File: src/rtl/pcbt_pkg.sv
// pcbt_pkg: shared binary32 constants, field layout, group-state encoding
// and a leading-zero counter for the adder's normalisation step.
package pcbt_pkg;

  localparam int          EXP_W    = 8;
  localparam int          MAN_W    = 23;
  localparam int          BIAS     = 127;
  localparam logic [31:0] QNAN     = 32'h7FC0_0000;
  localparam logic [31:0] NEG_ZERO = 32'h8000_0000;

  typedef struct packed {
    logic             sign;
    logic [EXP_W-1:0] exp;
    logic [MAN_W-1:0] man;
  } fp32_t;

  typedef enum logic {
    GRP_IDLE = 1'b0,
    GRP_OPEN = 1'b1
  } grp_state_t;

  // Leading zeros of a 27-bit aligned mantissa (hidden bit at [26]); 27 for zero.
  function automatic logic [4:0] lzc27(input logic [26:0] v);
    logic [4:0] n;
    n = 5'd27;
    for (int i = 0; i < 27; i++) begin
      if (v[i]) n = 5'(26 - i);
    end
    return n;
  endfunction

endpackage

File: src/rtl/fp32_add.sv
// fp32_add: combinational binary32 adder, round-to-nearest-even.
// Ports:
//   a, b : binary32 operands
//   sum  : binary32 result
// Build option PCBT_SUBNORMAL_EN: when defined, subnormal operands and results
// are exact; when undefined, subnormal operands read as signed zero and
// subnormal results flush to signed zero.
module fp32_add
  import pcbt_pkg::*;
(
  input  logic [31:0] a,
  input  logic [31:0] b,
  output logic [31:0] sum
);

  fp32_t              fa, fb, op_l, op_s;
  logic               a_nan, b_nan, a_inf, b_inf, a_zero, b_zero;
  logic               swap, eff_sub, round_up, flush;
  logic [7:0]         e_l, e_s, d, dc, exp_field;
  logic [26:0]        m_l, m_s, m_al, n, n_sh;
  logic [53:0]        sh_tmp;
  logic [27:0]        raw;
  logic [4:0]         lz, sh;
  logic signed [10:0] e_n, lz_s;
  logic [30:0]        rounded;

  always_comb begin
    fa     = a;
    fb     = b;
    a_nan  = (fa.exp == 8'hFF) && (fa.man != '0);
    b_nan  = (fb.exp == 8'hFF) && (fb.man != '0);
    a_inf  = (fa.exp == 8'hFF) && (fa.man == '0);
    b_inf  = (fb.exp == 8'hFF) && (fb.man == '0);
`ifdef PCBT_SUBNORMAL_EN
    a_zero = (fa.exp == '0) && (fa.man == '0);
    b_zero = (fb.exp == '0) && (fb.man == '0);
`else
    a_zero = (fa.exp == '0);
    b_zero = (fb.exp == '0);
`endif

    // Larger magnitude becomes op_l; its sign is the result sign.
    swap = {fb.exp, fb.man} > {fa.exp, fa.man};
    op_l = swap ? fb : fa;
    op_s = swap ? fa : fb;
    e_l  = (op_l.exp == '0) ? 8'd1 : op_l.exp;
    e_s  = (op_s.exp == '0) ? 8'd1 : op_s.exp;
    m_l  = {op_l.exp != '0, op_l.man, 3'b000};
    m_s  = {op_s.exp != '0, op_s.man, 3'b000};

    // Align with guard/round bits plus a sticky bit collecting everything shifted out.
    d      = e_l - e_s;
    dc     = (d > 8'd27) ? 8'd27 : d;
    sh_tmp = {m_s, 27'b0} >> dc;
    m_al   = sh_tmp[53:27] | {26'b0, |sh_tmp[26:0]};

    eff_sub = op_l.sign ^ op_s.sign;
    raw     = eff_sub ? ({1'b0, m_l} - {1'b0, m_al}) : ({1'b0, m_l} + {1'b0, m_al});

    e_n = signed'({3'b000, e_l});
    if (raw[27]) begin
      n   = raw[27:1] | {26'b0, raw[0]};
      e_n = e_n + 11'sd1;
    end else begin
      n = raw[26:0];
    end

    lz   = lzc27(n);
    lz_s = signed'({6'b0, lz});
`ifdef PCBT_SUBNORMAL_EN
    // Stop normalising at the minimum exponent; what remains is a subnormal.
    if (lz_s < e_n - 11'sd1) sh = lz;
    else                     sh = 5'(e_n - 11'sd1);
    n_sh      = n << sh;
    e_n       = e_n - signed'({6'b0, sh});
    exp_field = n_sh[26] ? e_n[7:0] : 8'd0;
    flush     = 1'b0;
`else
    sh        = lz;
    n_sh      = n << sh;
    e_n       = e_n - lz_s;
    exp_field = e_n[7:0];
    flush     = (e_n <= 11'sd0) || !n_sh[26];
`endif

    // Adding into {exp, frac} lets a mantissa carry bump the exponent (and reach Inf).
    round_up = n_sh[2] & (n_sh[1] | n_sh[0] | n_sh[3]);
    rounded  = {exp_field, n_sh[25:3]} + 31'(round_up);

    if (a_nan || b_nan)           sum = QNAN;
    else if (a_inf && b_inf)      sum = (fa.sign != fb.sign) ? QNAN : a;
    else if (a_inf)               sum = a;
    else if (b_inf)               sum = b;
    else if (a_zero && b_zero)    sum = {fa.sign & fb.sign, 31'b0};
    else if (a_zero)              sum = b;
    else if (b_zero)              sum = a;
    else if (raw == '0)           sum = 32'h0000_0000;
    else if (e_n >= 11'sd255)     sum = {op_l.sign, 8'hFF, 23'b0};
    else if (flush)               sum = {op_l.sign, 31'b0};
    else                          sum = {op_l.sign, rounded};
  end

endmodule

File: src/rtl/pcbt_wrapper.sv
// pcbt_wrapper: streaming binary32 group accumulator. Sums every accepted
// sample of a group and pulses valid_out with the total one cycle after the
// closing sample (end_of_group, or the max_inputs-th sample).
// Ports:
//   clk, rst      : rising-edge clock, synchronous active-high reset
//   valid_in      : ip carries a sample
//   end_of_group  : accepted sample is the last of its group
//   ip            : binary32 sample
//   ready         : sample accepted this cycle when valid_in is high
//   valid_out     : one-cycle pulse, result holds the group sum
//   result        : binary32 group sum, held between pulses
// Build option PCBT_SUBNORMAL_EN selects exact subnormal handling in fp32_add.
//
// state    | meaning
// GRP_IDLE | no group open; next accepted sample starts a group
// GRP_OPEN | group in progress; acc holds the partial sum
module pcbt_wrapper
  import pcbt_pkg::*;
#(
  parameter int width      = 32,
  parameter int max_inputs = 32768
) (
  input  logic             clk,
  input  logic             rst,
  input  logic             valid_in,
  input  logic             end_of_group,
  input  logic [width-1:0] ip,
  output logic             ready,
  output logic             valid_out,
  output logic [width-1:0] result
);

  localparam int               CNT_W    = $clog2(max_inputs + 1);
  localparam logic [CNT_W-1:0] LAST_IDX = CNT_W'(max_inputs - 1);

  generate
    if (width != 32) begin : g_width_check
      $error("pcbt_wrapper: only width = 32 (binary32) is supported");
    end
  endgenerate

  grp_state_t       state;
  logic [width-1:0] acc, add_a, add_sum;
  logic [CNT_W-1:0] cnt;
  logic             accept, close_grp;

  // A group's first sample goes through the adder against -0.0, which returns
  // the sample unchanged (including -0.0) while applying the same operand
  // rules as every later sample.
  assign add_a = (state == GRP_OPEN) ? acc : NEG_ZERO;

  fp32_add u_add (
    .a   (add_a),
    .b   (ip),
    .sum (add_sum)
  );

  assign accept    = valid_in && ready;
  assign close_grp = end_of_group || (cnt == LAST_IDX);

  always_ff @(posedge clk) begin
    if (rst) begin
      state     <= GRP_IDLE;
      ready     <= 1'b0;
      valid_out <= 1'b0;
      result    <= '0;
      acc       <= '0;
      cnt       <= '0;
    end else begin
      ready     <= 1'b1;
      valid_out <= 1'b0;
      if (accept) begin
        if (close_grp) begin
          result    <= add_sum;
          valid_out <= 1'b1;
          acc       <= '0;
          cnt       <= '0;
          state     <= GRP_IDLE;
        end else begin
          acc   <= add_sum;
          cnt   <= cnt + 1'b1;
          state <= GRP_OPEN;
        end
      end
    end
  end

endmodule

File: config.mk
export PLATFORM = sky130hd
export DESIGN_NAME = pcbt_wrapper
export DESIGN_NICKNAME = d
export VERILOG_FILES = /design/src/rtl/pcbt_pkg.sv /design/src/rtl/fp32_add.sv /design/src/rtl/pcbt_wrapper.sv
export SDC_FILE = /design/constraint.sdc
export NUM_CORES = 1
export LEC_CHECK = 0
export ABC_AREA = 1
export CAP_MARGIN = 5
export CORE_MARGIN = 3
export CORE_UTILIZATION = 50
export DETAILED_ROUTE_END_ITERATION = 7
export PLACE_DENSITY = 0.73
export SLEW_MARGIN = 20
export SYNTH_ARGS = -nofsm -noshare
export SYNTH_HDL_FRONTEND = slang
export SYNTH_SLANG_ARGS = --single-unit
export TNS_END_PERCENT = 20
File: constraint.sdc
create_clock -name clk -period 14.6 [get_ports clk]
set_clock_uncertainty 0.05 [all_clocks]
set_input_delay 2.19 -clock clk [delete_from_list [all_inputs] [get_ports clk]]
set_output_delay 2.19 -clock clk [all_outputs]
set_load 0.005 [all_outputs]
Word level (Yosys, flattened, before mapping). Cells that the tools add are included.

Eq/ne operators: 4. Bitwise logic cells: 8. Mux-type cells: 52. Reduce and logical (&&, ||, !) cells: 25. Shift operators: 2. Add/subtract/negate cells: 7. Order comparisons: 4.

Operators by type and width (count): $mux W32 (13); $mux W5 (16); $mux W31 (2); $or A27 B1 Y27 (2); $shr A54 B8 Y54 (1); $logic_not A23 Y1 (2); $reduce_bool A23 Y1 (2); $logic_not A8 Y1 (4); $mux W4 (8); $add A31 B1 Y31 (1); $gt A31 B31 Y1 (1); $add A27 B27 Y28 (1); $logic_not A28 Y1 (1); $mux W28 (1); $sub A27 B27 Y28 (1); $mux W27 (1); $reduce_or A27 Y1 (1); $shl A27 B5 Y27 (1); $mux W8 (3); $add A16 B1 Y16 const B (1); $eq A16 B15 Y1 const B (1); $eq A8 B8 Y1 const B (2); $mux W16 (1); $reduce_bool A8 Y1 (2); other kinds (19) (33).

Bits of input ports: 36. Flip-flop bits (word level): 83. Output and inout bits: 34.

Depth between registers and ports, before layout.
Word-level depth: 58. Gate-level depth with buffers: 119. Mapped depth without buffers: 112.

Cells and area by module. From an unflattened synthesis, not the netlist that was laid out.

Cells, all modules: 2741. Area total of the unflattened synthesis: 14873.0 um^2.

Modules (own cells, without submodules): fp32_add (cells each 2239, instances 1, area each 11312.1 um^2); pcbt_wrapper (cells each 502, instances 1, area each 3560.9 um^2).

Worst setup path before layout. No wires, ideal clock.

Path type: input-to-reg. Start point: in ip[6]. End point: reg acc[10]. Setup slack: 1.155 ns. Buffers on the path: 6. Data arrival time: 13.324 ns. Stages on the path: 104. Required time: 14.480 ns. Cells stage by stage: ha_1 nand2_1 nor4_1 nand3b_2 nand2_4 buf_8 buf_6 clkbuf_1 clkbuf_1 nand2_1 o21ai_0 nand4_1 nor4_1 nand2_1 nand2_1 inv_1 ha_1 fa_1 (+68 left out) o21bai_1 nand2_1 inv_1 nor3_1 xnor2_1 nand3_1 nor2_1 a41o_1 inv_1 nand2_1 nor2_1 inv_2 nor2_4 buf_2 o221ai_1 o211ai_1 nand4_1 a21oi_1.

Longest elaborated chain between the ends: 57.

Ends and longest elaborated chain: start, declared (line pcbt_wrapper.sv:27) `input logic [width-1:0] ip,`; $gt A31 B31 Y1 (line fp32_add.sv:43) `swap = {fb.exp, fb.man} > {fa.exp, fa.man};`; $mux W32 (on tied branches) (line fp32_add.sv:44, fp32_add.sv:45); $logic_not A8 Y1 (on tied branches) (line fp32_add.sv:46, fp32_add.sv:47); $mux W8 (on tied branches) (line fp32_add.sv:46, fp32_add.sv:47); $sub A8 B8 Y8 (line fp32_add.sv:52) `d = e_l - e_s;`; $gt A8 B5 Y1 (line fp32_add.sv:53) `dc = (d > 8'd27) ? 8'd27 : d;`; $mux W8 (line fp32_add.sv:53); $shr A54 B8 Y54 (line fp32_add.sv:54) `sh_tmp = {m_s, 27'b0} >> dc;`; (+41 left out); $mux W32 (line fp32_add.sv:96) `else if (b_zero) sum = a;`; $mux W32 (line fp32_add.sv:95) `else if (a_zero) sum = b;`; $mux W32 (line fp32_add.sv:94) `else if (a_zero && b_zero) sum = {fa.sign & fb.sign, 31'b0};`; $mux W32 (line fp32_add.sv:93) `else if (b_inf) sum = b;`; $mux W32 (line fp32_add.sv:92) `else if (a_inf) sum = a;`; $mux W32 (line fp32_add.sv:91) `else if (a_inf && b_inf) sum = (fa.sign != fb.sign) ? QNAN : a;`; $mux W32 * (line fp32_add.sv:90) `if (a_nan || b_nan) sum = QNAN;`; $mux W32 * (line pcbt_wrapper.sv:73) `if (close_grp) begin`; end signal, assigned (line pcbt_wrapper.sv:80) `acc <= add_sum;`; end, declared (line pcbt_wrapper.sv:43) `logic [width-1:0] acc, add_a, add_sum;`.

Every way passes the cells marked *; elsewhere a longest branch is shown, timed or not. A chain may end at the register's enable or synchronous reset.

Final worst setup path.
Start point: in ip[0]. End point: reg result[10].

Longest elaborated chain between the ends: 56.

Ends and longest elaborated chain: $gt A31 B31 Y1 (line fp32_add.sv:43); $mux W32 (on tied branches) (line fp32_add.sv:44, fp32_add.sv:45); $logic_not A8 Y1 (on tied branches) (line fp32_add.sv:46, fp32_add.sv:47); $mux W8 (on tied branches) (line fp32_add.sv:46, fp32_add.sv:47); $sub A8 B8 Y8 (line fp32_add.sv:52); $gt A8 B5 Y1 (line fp32_add.sv:53); $mux W8 (line fp32_add.sv:53); $shr A54 B8 Y54 (line fp32_add.sv:54); (+40 left out); $mux W32 (line fp32_add.sv:97) `else if (raw == '0) sum = 32'h0000_0000;`; $mux W32 (line fp32_add.sv:96); $mux W32 (line fp32_add.sv:95); $mux W32 (line fp32_add.sv:94); $mux W32 (line fp32_add.sv:93); $mux W32 (line fp32_add.sv:92); $mux W32 (line fp32_add.sv:91); $mux W32 * (line fp32_add.sv:90); end signal, assigned (line pcbt_wrapper.sv:74) `result <= add_sum;`; end, declared (line pcbt_wrapper.sv:30) `output logic [width-1:0] result`.

Marks and branches as above.

==> flow_summary.json <==
{
  "cp.arrival_ns": 13.97,
  "initial_core_util_pct": 51.2,
  "fmax_ghz": 0.0724,
  "relSlewSlack_pct": 36.4,
  "ant_nets": 0,
  "path_class": "input pin to flip-flop",
  "setup_slack_ns": 0.781,
  "grt_max_degree": 81,
  "p_leak_nw": 9.00,
  "drt_first_pass_iters": 6,
  "clk_path_buf_depth": 2,
  "synth_seq_area_share_pct": 11.6,
  "syn_inst": 2613,
  "synth-main-ff-cell": "dfxtp_1",
  "crit_buf_inv": 19,
  "stdcell_count": 3186,
  "final_util_pct": 63.1,
  "n_antenna_cell": 0,
  "min_path_type": "flip-flop to flip-flop",
  "cp.required_ns": 14.75,
  "cp_slowest_cell": "fa_2",
  "drive_gt1_share_pct": 16.4,
  "clkTransAtPathRegs_ns": 0.07,
  "grt_pass1_vias": 17187,
  "cts.sinks": 83,
  "synth_edf_count": 0,
  "cpLargestDelayFamily": "simple AND/OR/NAND/NOR gates",
  "cts_tree": "done",
  "maxCapViolations": 0,
  "setup_tns_ns": 0,
  "hold_viol": 0,
  "wl_um": 61000,
  "gr-total-overflow": 0,
  "dieWidth_um": 176,
  "die_y_um": 176,
  "drt-vias-per-instance": 5.95,
  "area_growth_pct": 23.3,
  "grt_pass1_wl_um": 91600,
  "num_rows": 61,
  "crit_path_frequent_cell": "nand2_1",
  "die-area_um2": 30800,
  "max_stage_delay_ns": 0.39,
  "period_needed_ns": 13.82,
  "grt_usage_pct": 36.8,
  "vias": 18946,
  "yosysUniqueCellTypes": 67,
  "wl_per_cell_um": 19.1,
  "cts_buffers": 9,
  "power_mw": 2.07,
  "tightest_slew_ns": 0.944,
  "final_nets": 2938,
  "portBuffers": 69,
  "final.period_utilization_pct": 94.7,
  "synth_nets": 2748,
  "core_region_area_um2": 28100,
  "pre_cts_slack_ns": -0.188,
  "drc": 0,
  "syn_area_um2": 14400,
  "dp_hpwl_um": 48300,
  "drt_iter0_markers": 2306,
  "ys_warn_count": 0,
  "ios": 70,
  "peakVddDrop_uv": 76.4,
  "dp_cells": 3138,
  "htreeDepth": 3,
  "ctsHoldBuffers": 0,
  "antenna_found_initial": 1,
  "avgSynthCellArea_um2": 5.50,
  "powerDensity_nw_per_um2": 117,
  "slew_viol_final": 0,
  "end_kind": "flip-flop",
  "clk_latency_ns": 0.34,
  "synth_seq_cells": 83,
  "path_max_fanout": 9,
  "status": "finished clean",
  "cts-root-buf": "clkbuf_16",
  "gp_congestion": 1.04,
  "synthArstFlopShare_pct": 0,
  "start_kind": "input pin",
  "setup_viol": 0
}
==> layout by cell type (no fill, tap or decap), types with 8 or more instances in the layout <==
cell type and instances:
a21oi_1 130, nand2_2 34, inv_2 33, dfxtp_1 83
nand4_1 63, nor2_1 170, nor4_1 8, o21ai_0 89
nor2_4 11, a31oi_1 10, buf_4 209, nor3_1 23
a21oi_2 11, ha_1 82, clkbuf_16 11, nand2_1 769
nand3_1 380, o211ai_1 18, clkdlybuf4s50_1 38, o21ai_1 59
nand3_2 29, nor2_2 21, inv_1 286, xor2_1 34
o21ai_2 12, dlymetal6s2s_1 25, ha_4 13
==> state kept, by name, summed over array words and instances, names as in the netlist <==
| signal | cells |
|---|---|
| acc | 32 |
| result | 32 |
| cnt | 16 |
| ready | 1 |
| state | 1 |
| valid_out | 1 |
==> per-layer routing <==
| metal | part of all wire (%) | global-route usage, % | up-vias |
|---|---|---|---|
| met5 | 0.018 | 0 | - |
| met4 | 5.1 | 15.5 | 2 |
| met3 | 8.2 | 5.10 | 230 |
| met2 | 46 | 61.2 | 1060 |
| met1 | 41 | 47.8 | 8622 |
| li1 | - | - | 9032 |
==> cell type report <==
cell class                 instances  area, um^2
clock buffer                       9         225
sequential                        83        1660
multi-input combinational       2088       11500
timing repair inverter             1        8.76
timing repair buffer             291        2520
inverter                         329        1260
tap                              378         473
fill                            2839       10400
clock inverter                     7         128
==> path summary, 6_finish.rpt <==
kind              startpoint  cells after the start  slack [ns]          to
setup / recovery       ip[0]                    102        0.78  result[10]
hold / removal        cnt[8]                      2        0.39      cnt[8]
setup reg to reg       state                    105        1.32  result[10]
hold reg to reg       cnt[8]                      2        0.39      cnt[8]
==> power breakdown <==
part / internal (mW) / switching, mW
Combinational: 0.543 / 1.02
Sequential: 0.234 / 0.00551
Clock: 0.170 / 0.0991
Total: 0.947 / 1.13
==> synthesized netlist by cell type, types with 8 or more instances <==
library cell / n / share of area (%)
a21oi_1: 140 / 4.9
a31oi_1: 10 / 0.44
buf_2: 32 / 1.1
buf_4: 8 / 0.42
buf_6: 8 / 0.63
clkbuf_1: 60 / 1.6
dfxtp_1: 83 / 12
ha_1: 96 / 8.4
inv_1: 292 / 7.6
inv_2: 30 / 0.78
nand2_1: 787 / 21
nand2_2: 17 / 0.74
nand3_1: 392 / 14
nand3_2: 17 / 1.2
nand4_1: 63 / 2.7
nor2_1: 178 / 4.6
nor2_2: 14 / 0.61
nor3_1: 24 / 0.84
nor4_1: 10 / 0.44
o211ai_1: 18 / 0.94
o21ai_0: 99 / 3.4
o21ai_1: 57 / 2.0
o31ai_1: 9 / 0.47
xor2_1: 34 / 2.1
==> worst min-delay path, cell delays in order, from the launching register on <==
cell and delay [ns]:
dfxtp_1 0.31, inv_1 0.05, a21oi_1 0.05
==> cell families (layout without fill, tap and decap cells) <==
kind of cell / Yosys count / in the layout / synth area share [%]
buffers and inverters: 447 / 637 / 12.8
xor gates and xnor gates: 39 / 39 / 2.43
adders and majority gates: 99 / 99 / 8.77
DFF: 83 / 83 / 11.6
AOI/OAI and AO/OA: 399 / 399 / 16.0
and+or+nand+nor: 1546 / 1551 / 48.4
==> stage by stage <==
stage          hold WS (ns)  instance area [um^2]
2_1_floorplan         0.373                 14400
3_5_place_dp          0.386                 16500
3_3_place_gp          0.379                 16500
4_1_cts               0.396                 16800
6_report              0.393                 17700
5_1_grt               0.420                 17700
==> what timing repair did <==
| action | CTS | global route |
|---|---|---|
| setup endpoints to repair | 0 | 62 |
| gates resized for setup | 0 | 166 |
| setup buffers | 0 | 24 |
Power figures use the tool's default switching activity.
